==> src/rtl/slink_axi_outstanding_limiter.sv <==
// slink_axi_outstanding_limiter
// Sits between an AXI master and the S-Link AXI target. It caps the number of
// write and read bursts in flight, holds W beats until their AW has gone out,
// and drains cleanly when enable drops. Payload passes through with no latency.
// Optional response watchdog: define SLINK_AXI_LIMITER_TIMEOUT_EN.
module slink_axi_outstanding_limiter #(
    parameter int              AXI_ADDR_WIDTH     = 32,
    parameter int              AXI_DATA_WIDTH     = 64,
    parameter int              AXI_ID_WIDTH       = 4,
    parameter int              MAX_WR_OUTSTANDING = 8,
    parameter int              MAX_RD_OUTSTANDING = 8,
    parameter logic [15:0]     TIMEOUT_CYCLES     = 16'hFFFF
) (
    input  logic                        axi_clk,
    input  logic                        axi_reset,
    input  logic                        enable,
    // upstream AW
    input  logic [AXI_ID_WIDTH-1:0]     s_awid,
    input  logic [AXI_ADDR_WIDTH-1:0]   s_awaddr,
    input  logic [7:0]                  s_awlen,
    input  logic [2:0]                  s_awsize,
    input  logic [1:0]                  s_awburst,
    input  logic                        s_awlock,
    input  logic [3:0]                  s_awcache,
    input  logic [2:0]                  s_awprot,
    input  logic [3:0]                  s_awqos,
    input  logic [3:0]                  s_awregion,
    input  logic                        s_awvalid,
    output logic                        s_awready,
    // upstream W
    input  logic [AXI_DATA_WIDTH-1:0]   s_wdata,
    input  logic [AXI_DATA_WIDTH/8-1:0] s_wstrb,
    input  logic                        s_wlast,
    input  logic                        s_wvalid,
    output logic                        s_wready,
    // upstream B
    output logic [AXI_ID_WIDTH-1:0]     s_bid,
    output logic [1:0]                  s_bresp,
    output logic                        s_bvalid,
    input  logic                        s_bready,
    // upstream AR
    input  logic [AXI_ID_WIDTH-1:0]     s_arid,
    input  logic [AXI_ADDR_WIDTH-1:0]   s_araddr,
    input  logic [7:0]                  s_arlen,
    input  logic [2:0]                  s_arsize,
    input  logic [1:0]                  s_arburst,
    input  logic                        s_arlock,
    input  logic [3:0]                  s_arcache,
    input  logic [2:0]                  s_arprot,
    input  logic [3:0]                  s_arqos,
    input  logic [3:0]                  s_arregion,
    input  logic                        s_arvalid,
    output logic                        s_arready,
    // upstream R
    output logic [AXI_ID_WIDTH-1:0]     s_rid,
    output logic [AXI_DATA_WIDTH-1:0]   s_rdata,
    output logic [1:0]                  s_rresp,
    output logic                        s_rlast,
    output logic                        s_rvalid,
    input  logic                        s_rready,
    // downstream AW
    output logic [AXI_ID_WIDTH-1:0]     m_awid,
    output logic [AXI_ADDR_WIDTH-1:0]   m_awaddr,
    output logic [7:0]                  m_awlen,
    output logic [2:0]                  m_awsize,
    output logic [1:0]                  m_awburst,
    output logic                        m_awlock,
    output logic [3:0]                  m_awcache,
    output logic [2:0]                  m_awprot,
    output logic [3:0]                  m_awqos,
    output logic [3:0]                  m_awregion,
    output logic                        m_awvalid,
    input  logic                        m_awready,
    // downstream W
    output logic [AXI_DATA_WIDTH-1:0]   m_wdata,
    output logic [AXI_DATA_WIDTH/8-1:0] m_wstrb,
    output logic                        m_wlast,
    output logic                        m_wvalid,
    input  logic                        m_wready,
    // downstream B
    input  logic [AXI_ID_WIDTH-1:0]     m_bid,
    input  logic [1:0]                  m_bresp,
    input  logic                        m_bvalid,
    output logic                        m_bready,
    // downstream AR
    output logic [AXI_ID_WIDTH-1:0]     m_arid,
    output logic [AXI_ADDR_WIDTH-1:0]   m_araddr,
    output logic [7:0]                  m_arlen,
    output logic [2:0]                  m_arsize,
    output logic [1:0]                  m_arburst,
    output logic                        m_arlock,
    output logic [3:0]                  m_arcache,
    output logic [2:0]                  m_arprot,
    output logic [3:0]                  m_arqos,
    output logic [3:0]                  m_arregion,
    output logic                        m_arvalid,
    input  logic                        m_arready,
    // downstream R
    input  logic [AXI_ID_WIDTH-1:0]     m_rid,
    input  logic [AXI_DATA_WIDTH-1:0]   m_rdata,
    input  logic [1:0]                  m_rresp,
    input  logic                        m_rlast,
    input  logic                        m_rvalid,
    output logic                        m_rready,
    // status
    output logic                        idle,
    output logic                        proto_err,
    output logic                        timeout_err
);

    localparam int WC_W = $clog2(MAX_WR_OUTSTANDING + 1);
    localparam int RC_W = $clog2(MAX_RD_OUTSTANDING + 1);

    typedef enum logic [1:0] {IDLE, RUN, DRAIN} state_t;

    state_t          state;
    logic            idle_q;
    logic [WC_W-1:0] wr_cnt;
    logic [RC_W-1:0] rd_cnt;
    logic [WC_W-1:0] wpend;

    // Gates use only registered counts, so a burst admitted at MAX-1 blocks
    // the next one from the following cycle. Reset closes every gate at once.
    logic aw_ok, ar_ok, w_ok;
    assign aw_ok = (state == RUN) && !axi_reset && (wr_cnt < WC_W'(MAX_WR_OUTSTANDING));
    assign ar_ok = (state == RUN) && !axi_reset && (rd_cnt < RC_W'(MAX_RD_OUTSTANDING));
    assign w_ok  = (wpend != '0) && !axi_reset;

    assign m_awvalid = s_awvalid & aw_ok;
    assign s_awready = m_awready & aw_ok;
    assign m_arvalid = s_arvalid & ar_ok;
    assign s_arready = m_arready & ar_ok;
    assign m_wvalid  = s_wvalid & w_ok;
    assign s_wready  = m_wready & w_ok;

    // Responses are never held back, whatever the state.
    assign s_bvalid = m_bvalid;
    assign m_bready = s_bready;
    assign s_rvalid = m_rvalid;
    assign m_rready = s_rready;

    assign m_awid = s_awid;     assign m_awaddr  = s_awaddr;  assign m_awlen   = s_awlen;
    assign m_awsize = s_awsize; assign m_awburst = s_awburst; assign m_awlock  = s_awlock;
    assign m_awcache = s_awcache; assign m_awprot = s_awprot; assign m_awqos   = s_awqos;
    assign m_awregion = s_awregion;
    assign m_arid = s_arid;     assign m_araddr  = s_araddr;  assign m_arlen   = s_arlen;
    assign m_arsize = s_arsize; assign m_arburst = s_arburst; assign m_arlock  = s_arlock;
    assign m_arcache = s_arcache; assign m_arprot = s_arprot; assign m_arqos   = s_arqos;
    assign m_arregion = s_arregion;
    assign m_wdata = s_wdata;   assign m_wstrb   = s_wstrb;   assign m_wlast   = s_wlast;
    assign s_bid   = m_bid;     assign s_bresp   = m_bresp;
    assign s_rid   = m_rid;     assign s_rdata   = m_rdata;   assign s_rresp   = m_rresp;
    assign s_rlast = m_rlast;

    logic aw_hs, ar_hs, wl_hs, b_hs, rl_hs, r_hs, underflow;
    assign aw_hs = m_awvalid & m_awready;
    assign ar_hs = m_arvalid & m_arready;
    assign wl_hs = m_wvalid & m_wready & s_wlast;
    assign b_hs  = s_bvalid & s_bready;
    assign r_hs  = s_rvalid & s_rready;
    assign rl_hs = r_hs & s_rlast;

    // A completion with nothing tracked is a protocol error (also covers
    // responses to bursts forgotten by a mid-flight reset).
    assign underflow = (b_hs  && !aw_hs && wr_cnt == '0) ||
                       (rl_hs && !ar_hs && rd_cnt == '0) ||
                       (wl_hs && !aw_hs && wpend  == '0);

    assign idle = idle_q | axi_reset;

    // Mode FSM; idle is registered alongside the state.
    always_ff @(posedge axi_clk) begin
        if (axi_reset) begin
            state  <= IDLE;
            idle_q <= 1'b1;
        end else begin
            case (state)
                IDLE:    if (enable) begin state <= RUN; idle_q <= 1'b0; end
                RUN:     if (!enable) state <= DRAIN;
                DRAIN:   if (wr_cnt == '0 && rd_cnt == '0 && wpend == '0) begin
                             state  <= IDLE;
                             idle_q <= 1'b1;
                         end
                default: begin state <= IDLE; idle_q <= 1'b1; end
            endcase
        end
    end

    // In-flight counters: simultaneous inc/dec cancel, underflow holds at 0.
    always_ff @(posedge axi_clk) begin
        if (axi_reset) begin
            wr_cnt    <= '0;
            rd_cnt    <= '0;
            wpend     <= '0;
            proto_err <= 1'b0;
        end else begin
            if (aw_hs && !b_hs)
                wr_cnt <= wr_cnt + 1'b1;
            else if (!aw_hs && b_hs && wr_cnt != '0)
                wr_cnt <= wr_cnt - 1'b1;

            if (ar_hs && !rl_hs)
                rd_cnt <= rd_cnt + 1'b1;
            else if (!ar_hs && rl_hs && rd_cnt != '0)
                rd_cnt <= rd_cnt - 1'b1;

            // wpend can outgrow wr_cnt if B overtakes W, so saturate it
            if (aw_hs && !wl_hs && wpend != '1)
                wpend <= wpend + 1'b1;
            else if (!aw_hs && wl_hs && wpend != '0)
                wpend <= wpend - 1'b1;

            if (underflow)
                proto_err <= 1'b1;
        end
    end

`ifdef SLINK_AXI_LIMITER_TIMEOUT_EN
    logic [15:0] wdog;

    // Watchdog: counts response-free cycles while anything is outstanding.
    always_ff @(posedge axi_clk) begin
        if (axi_reset) begin
            wdog        <= '0;
            timeout_err <= 1'b0;
        end else if ((wr_cnt == '0 && rd_cnt == '0) || b_hs || r_hs) begin
            wdog <= '0;
        end else if (wdog != TIMEOUT_CYCLES) begin
            wdog <= wdog + 16'd1;
            if (wdog + 16'd1 == TIMEOUT_CYCLES)
                timeout_err <= 1'b1;
        end
    end
`else
    assign timeout_err = 1'b0;
`endif

endmodule
==> config.mk <==
export PLATFORM = sky130hd
export DESIGN_NAME = slink_axi_outstanding_limiter
export DESIGN_NICKNAME = d
export VERILOG_FILES = /design/src/rtl/slink_axi_outstanding_limiter.sv
export SDC_FILE = /design/constraint.sdc
export NUM_CORES = 1
export LEC_CHECK = 0
export CORE_AREA = 5 5 226 228
export DETAILED_ROUTE_END_ITERATION = 7
export DIE_AREA = 0 0 231 233
export PLACE_DENSITY = 0.45
export REMOVE_ABC_BUFFERS = 1
export SYNTH_ARGS = -nofsm -noshare
export SYNTH_HDL_FRONTEND = slang
export SYNTH_SLANG_ARGS = --single-unit
export TNS_END_PERCENT = 100
==> constraint.sdc <==
create_clock -name axi_clk -period 3.9 [get_ports axi_clk]
set_input_delay 0.78 -clock axi_clk [delete_from_list [all_inputs] [get_ports axi_clk]]
set_output_delay 0.78 -clock axi_clk [all_outputs]
set_load 0.02 [all_outputs]
After elaboration in Yosys (flattened, before gate mapping)

Index checks and enable logic that the tools add are counted.

Register bits: 16
Bits of input ports: 293
Output and inout bits: 293
Word-level logic and storage cells: 87

Add/sub/neg operators: 6
Order comparisons: 2
Equal/unequal tests: 6
Muxes and demuxes: 13
Bitwise gates (word level): 15
Reduce and logical (&&, ||, !) cells: 39

Operators by type and width:

| kind                                                                   | number |
|---|---|
| 4-bit two-way mux                                                      | 6 |
| 1-bit logical AND                                                      | 19 |
| 1-bit bitwise AND                                                      | 13 |
| 4-bit by 1-bit adder with 4-bit output (second input constant)         | 3 |
| 4-bit logical NOT                                                      | 3 |
| 4-bit nonzero test                                                     | 3 |
| 4-bit by 1-bit subtractor with 4-bit output (second input constant)    | 3 |
| 4-bit < comparator (second input constant)                             | 2 |
| 1-bit logical NOT                                                      | 6 |
| 2-bit two-way mux                                                      | 3 |
| 2-bit inequality test (second input constant)                          | 3 |
| 2-bit one-hot mux with 3 select lines                                  | 1 |
| 3-bit AND reduction                                                    | 2 |
| 2-bit nonzero test                                                     | 3 |
| 4-bit inequality test (second input constant)                          | 1 |
| 1-bit one-hot mux with 3 select lines                                  | 1 |
| 2-bit by 1-bit equality test with 1-bit output (second input constant) | 1 |
| 2-bit equality test (second input constant)                            | 1 |
| 2-bit logical NOT                                                      | 1 |
| 1-bit logical OR                                                       | 2 |
| 1-bit two-way mux                                                      | 2 |
| 1-bit inverter                                                         | 1 |
| 1-bit bitwise OR                                                       | 1 |

Logic depth before layout (Yosys ltp)

Depth in word-level cells: 10
Mapped depth: 10
Gate-level depth less buffers: 9

Worst setup path before layout

No wires, ideal clock.

Path type: input-to-reg
Start: input port axi_reset
End: register rd_cnt[3]
Data arrival time: 2.434 ns
Data required time: 3.772 ns
Path slack: 1.338 ns
Stages: 9
Path buffers: 0
Cells stage by stage: nor4b_2 and4_1 inv_1 ha_1 a21o_1 a21oi_1 mux2i_1 xor2_1 nor2_1

Cells in the longest elaborated chain, start to end: 9
Elaborated cells between the ends (all ways): 11
Those cells by class: 1 x mux; 2 x bitwise; 8 x reduce/logical

Ends and longest elaborated chain:

| element                             | RTL line | RTL |
|---|---|---|
| start, declared                     | 15       | `input logic axi_reset,` |
| 1-bit logical NOT                   | 126      | `assign ar_ok = (state == RUN) && !axi_reset && (rd_cnt < RC_W'(MAX_RD_OUTSTANDING));` |
| 1-bit logical AND (2 in series)     | 126      |  |
| 1-bit bitwise AND                   | 131      | `assign m_arvalid = s_arvalid & ar_ok;` |
| 1-bit bitwise AND                   | 157      | `assign ar_hs = m_arvalid & m_arready;` |
| 1-bit logical NOT                   | 204      | `else if (!ar_hs && rl_hs && rd_cnt != '0)` |
| 1-bit logical AND (2 in series)     | 204      |  |
| 2-bit nonzero test (no source line) | -        |  |
| end signal, assigned                | 203      | `rd_cnt <= rd_cnt + 1'b1;` |
| end signal, assigned                | 205      | `rd_cnt <= rd_cnt - 1'b1;` |
| end, declared                       | 119      | `logic [RC_W-1:0] rd_cnt;` |

Several ways; a longest one is shown, not always the timed one.
A chain may end at the register's enable or synchronous reset.

Worst setup path in the final report

Start: input port axi_reset
End: output port m_arvalid

Cells in the longest elaborated chain, start to end: 4

Ends and longest elaborated chain:

| element                         | RTL line | RTL |
|---|---|---|
| 1-bit logical NOT               | 126      |  |
| 1-bit logical AND (2 in series) | 126      |  |
| 1-bit bitwise AND               | 131      |  |
| end, declared                   | 96       | `output logic m_arvalid,` |

No other way between the ends.

==> flow_metrics.py <==
metrics = {
    "placed_design": {
        "dp_slack_ps": 505.6,
        "portBuffers": 28,
        "post-dp-hpwl_um": 86380,
        "dpl.cell_count": 767,
        "gp_congestion": 1.282,
    },
    "worst_setup_path": {
        "slowest_delay_ps": 610,
        "critPathLaunchType": "primary input",
        "r2r-start": "state[0]$_SDFFE_PP0P_",
        "cp.depth": 4,
        "critPathSlowestCell": "clkdlybuf4s50_1",
        "cp-endpoint": "m_arvalid",
        "critPathBufInv": 2,
        "r2r_slack_ps": 1450,
        "path_delay_family": "buffers and inverters",
        "cp_cell_sequence": "clkdlybuf4s50_1, nor4b_2, and2_1, clkdlybuf4s50_1",
        "worstPathRequired_ps": 3120,
        "criticalPathCategory": "primary input to primary output",
        "critPathArrivalTime_ps": 2580,
        "reg2reg_depth": 9,
        "rr_endpoint": "rd_cnt[3]$_SDFFE_PP0P_",
        "end_kind": "primary output",
        "worst-path-max-fanout": 7,
        "setup.worst_path.start": "axi_reset",
        "critical_path.most_common_cell": "clkdlybuf4s50_1",
    },
    "cts": {
        "numClockSinks": 16,
        "cts_resized": 0,
        "insertion_delay_ps": 240,
        "clock_path_buffers": 2,
        "clkSlewWorstSetupHoldPaths_ps": 50,
        "cts_tree": "yes",
        "cts_hold_buffers": 0,
        "cts_root_buf": "clkbuf_16",
        "numCtsBuffers": 3,
        "post_cts_buffers": 0,
        "htreeDepth": 1,
    },
    "sta": {
        "finalClockSkew_ps": 2.052,
        "layout_setup_ws_ps": 535.6,
        "tns_ps": 0,
        "min_period_ps": 3364,
        "tightest_slew_ps": 694.7,
        "finalMaxSlewViolations": 0,
        "period_share_pct": 86.27,
        "final-setup-viol-count": 0,
        "hold_viol": 0,
        "rsz0062_at_grt": "false",
        "maxSlewHeadroom_pct": 53.26,
        "fmax_mhz": 297.2,
    },
    "pwr": {
        "p_leak_uw": 0.0006128,
        "ir_worst_vdd_mv": 0.1436,
        "finalPower_uw": 548.9,
        "powerDensity_mw_per_mm2": 247.7,
    },
    "detailed_routing": {
        "vias_per_cell": 3.004,
        "post_drt_wl_per_cell_um": 114.0,
        "num_vias": 2316,
        "initialDrtViolationCount": 222,
        "drtAntennaViolNets": 0,
        "drt_pass1_iterations": 4,
        "drt_drc_violations_left": 0,
        "wl_um": 87860,
    },
    "final_layout": {
        "final_nets": 452,
        "layout_commonest_cell": "clkdlybuf4s50_1",
        "syn2layout_area_growth_pct": -30.68,
        "antenna_cells": 0,
        "drive_gt1_share_pct": 10.74,
        "fin_cells": 771,
        "mostFrequentLayoutCells": "clkdlybuf4s50_1, nor2_1, dfxtp_1",
    },
    "synth": {
        "ys_warn_count": 0,
        "synth_area_leaders": "buf_4, dfxtp_1, ha_1",
        "syn_avg_cell_area_um2": 7.972,
        "synth-main-ff-cell": "dfxtp_1",
        "syn_area_mm2": 0.003197,
        "async_flop_share_pct": 0,
        "synth_seq_cells": 16,
        "syn_inst": 401,
        "yosysSeqAreaShare_pct": 10.02,
        "yosys.area.top_type": "buf_4",
        "yosys.cell_types.count": 40,
        "yosys.area.top_type_share_pct": 67.16,
        "synth_edf_count": 0,
    },
    "grt": {
        "antenna_found_initial": 2,
        "grt_overflow": 0,
        "grt_pass1_vias": 1892,
        "track_usage_pct": 31.17,
        "grt_pass1_wl_um": 92250,
        "grt_max_degree": 10,
    },
    "floorplan": {
        "core_mm2": 0.04865,
        "die_y_um": 233,
        "start_util_pct": 6.572,
        "ios": 586,
        "dieArea_mm2": 0.05382,
        "dieWidth_um": 231,
        "rows": 81,
    },
    "worst_hold_path": {
        "whs_path_depth": 2,
        "min_path_type": "flop to flop",
    },
    "outcome": {
        "status": "complete, no violations",
    },
    "job": {
        "cap_violations": 0,
    },
}
## registers in the layout, summed over array words and instances, names as in the netlist
| register | count |
|---|---|
| idle_q | 1 |
| proto_err | 1 |
| rd_cnt | 4 |
| state | 2 |
| wpend | 4 |
| wr_cnt | 4 |
## through the flow
stage,utilization (%),area [µm²],hold WS [ps]
2_1_floorplan,-,1041,430.2
3_3_place_gp,4.372,2127,474.0
3_5_place_dp,4.372,2127,475.9
4_1_cts,4.555,2216,487.9
5_1_grt,4.555,2216,529.5
6_report,4.555,2216,490.5
## layer usage
metal | global-route usage [%] | vias to the layer above | routed length [µm]
li1 | - | 479 | -
met1 | 5.099 | 737 | 5690
met2 | 58.33 | 966 | 46110
met3 | 47.99 | 102 | 27710
met4 | 18.00 | 32 | 6551
met5 | 25.00 | - | 1801
## worst reg2reg max path, delay by kind of cell, from the launching register on
family / cells / cell delay (ps)
and+or+nand+nor: 3 / 770
adders and majority gates: 1 / 290
DFF: 1 / 450
xor gates and xnor gates: 1 / 170
AOI/OAI and AO/OA: 2 / 330
buffers and inverters: 1 / 110
muxes: 1 / 230
## Yosys cell counts, drive strengths merged, types with 2 or more instances
| master | count |
|---|---|
| buf | 287 |
| nor2 | 20 |
| dfxtp | 16 |
| mux2i | 8 |
| a21oi | 6 |
| ha | 6 |
| xor2 | 6 |
| and2 | 4 |
| nand2 | 4 |
| nand3 | 4 |
| fa | 3 |
| inv | 3 |
| nor3 | 3 |
| nor4 | 3 |
| a211oi | 2 |
| a21o | 2 |
| a31oi | 2 |
| and3 | 2 |
| nand2b | 2 |
| nor3b | 2 |
| nor4b | 2 |
| xnor2 | 2 |
## cell type report
cell class | count | area, µm²
fillers | 5781 | 46430
well taps | 622 | 778.2
multi-input cells | 94 | 709.4
flip-flops and latches | 16 | 320.3
repair buffers | 32 | 307.8
clock buffers | 4 | 88.84
inverters | 3 | 11.26
## where the power goes
part | internal [µW] | total, µW | switching, µW
clock network | 156 | 218 | 62.5
registers | 177 | 193 | 16.3
logic | 68.4 | 138 | 69.1
## worst min path at each step
| stage | startpoint | endpoint | slack, ps |
|---|---|---|---|
| 6_report | idle_q$_SDFFE_PP1P_ | idle_q$_SDFFE_PP1P_ | 490 |
| 5_1_grt | wpend[3]$_SDFFE_PP0P_ | wpend[3]$_SDFFE_PP0P_ | 530 |
| 3_5_place_dp | idle_q$_SDFFE_PP1P_ | idle_q$_SDFFE_PP1P_ | 480 |
| 4_1_cts | idle_q$_SDFFE_PP1P_ | idle_q$_SDFFE_PP1P_ | 490 |
| 3_3_place_gp | wpend[3]$_SDFFE_PP0P_ | wpend[3]$_SDFFE_PP0P_ | 470 |
| 2_1_floorplan | idle_q$_SDFFE_PP1P_ | idle_q$_SDFFE_PP1P_ | 430 |
## cell families (layout without fill, tap and decap cells)
kind of cell             after synthesis  after routing  synth area share (%)
multiplexers                           8              8                 2.896
buffers and inverters                291             39                 67.79
AO/OA/AOI/OAI                         15             15                 3.131
AND/OR/NAND/NOR                       53             53                 9.627
adder cells (fa/ha/maj)                9              9                 4.227
other                                  1              1                0.1173
flip-flops                            16             16                 10.02
XOR/XNOR                               8              8                 2.192
Power figures use the tool's default switching activity.
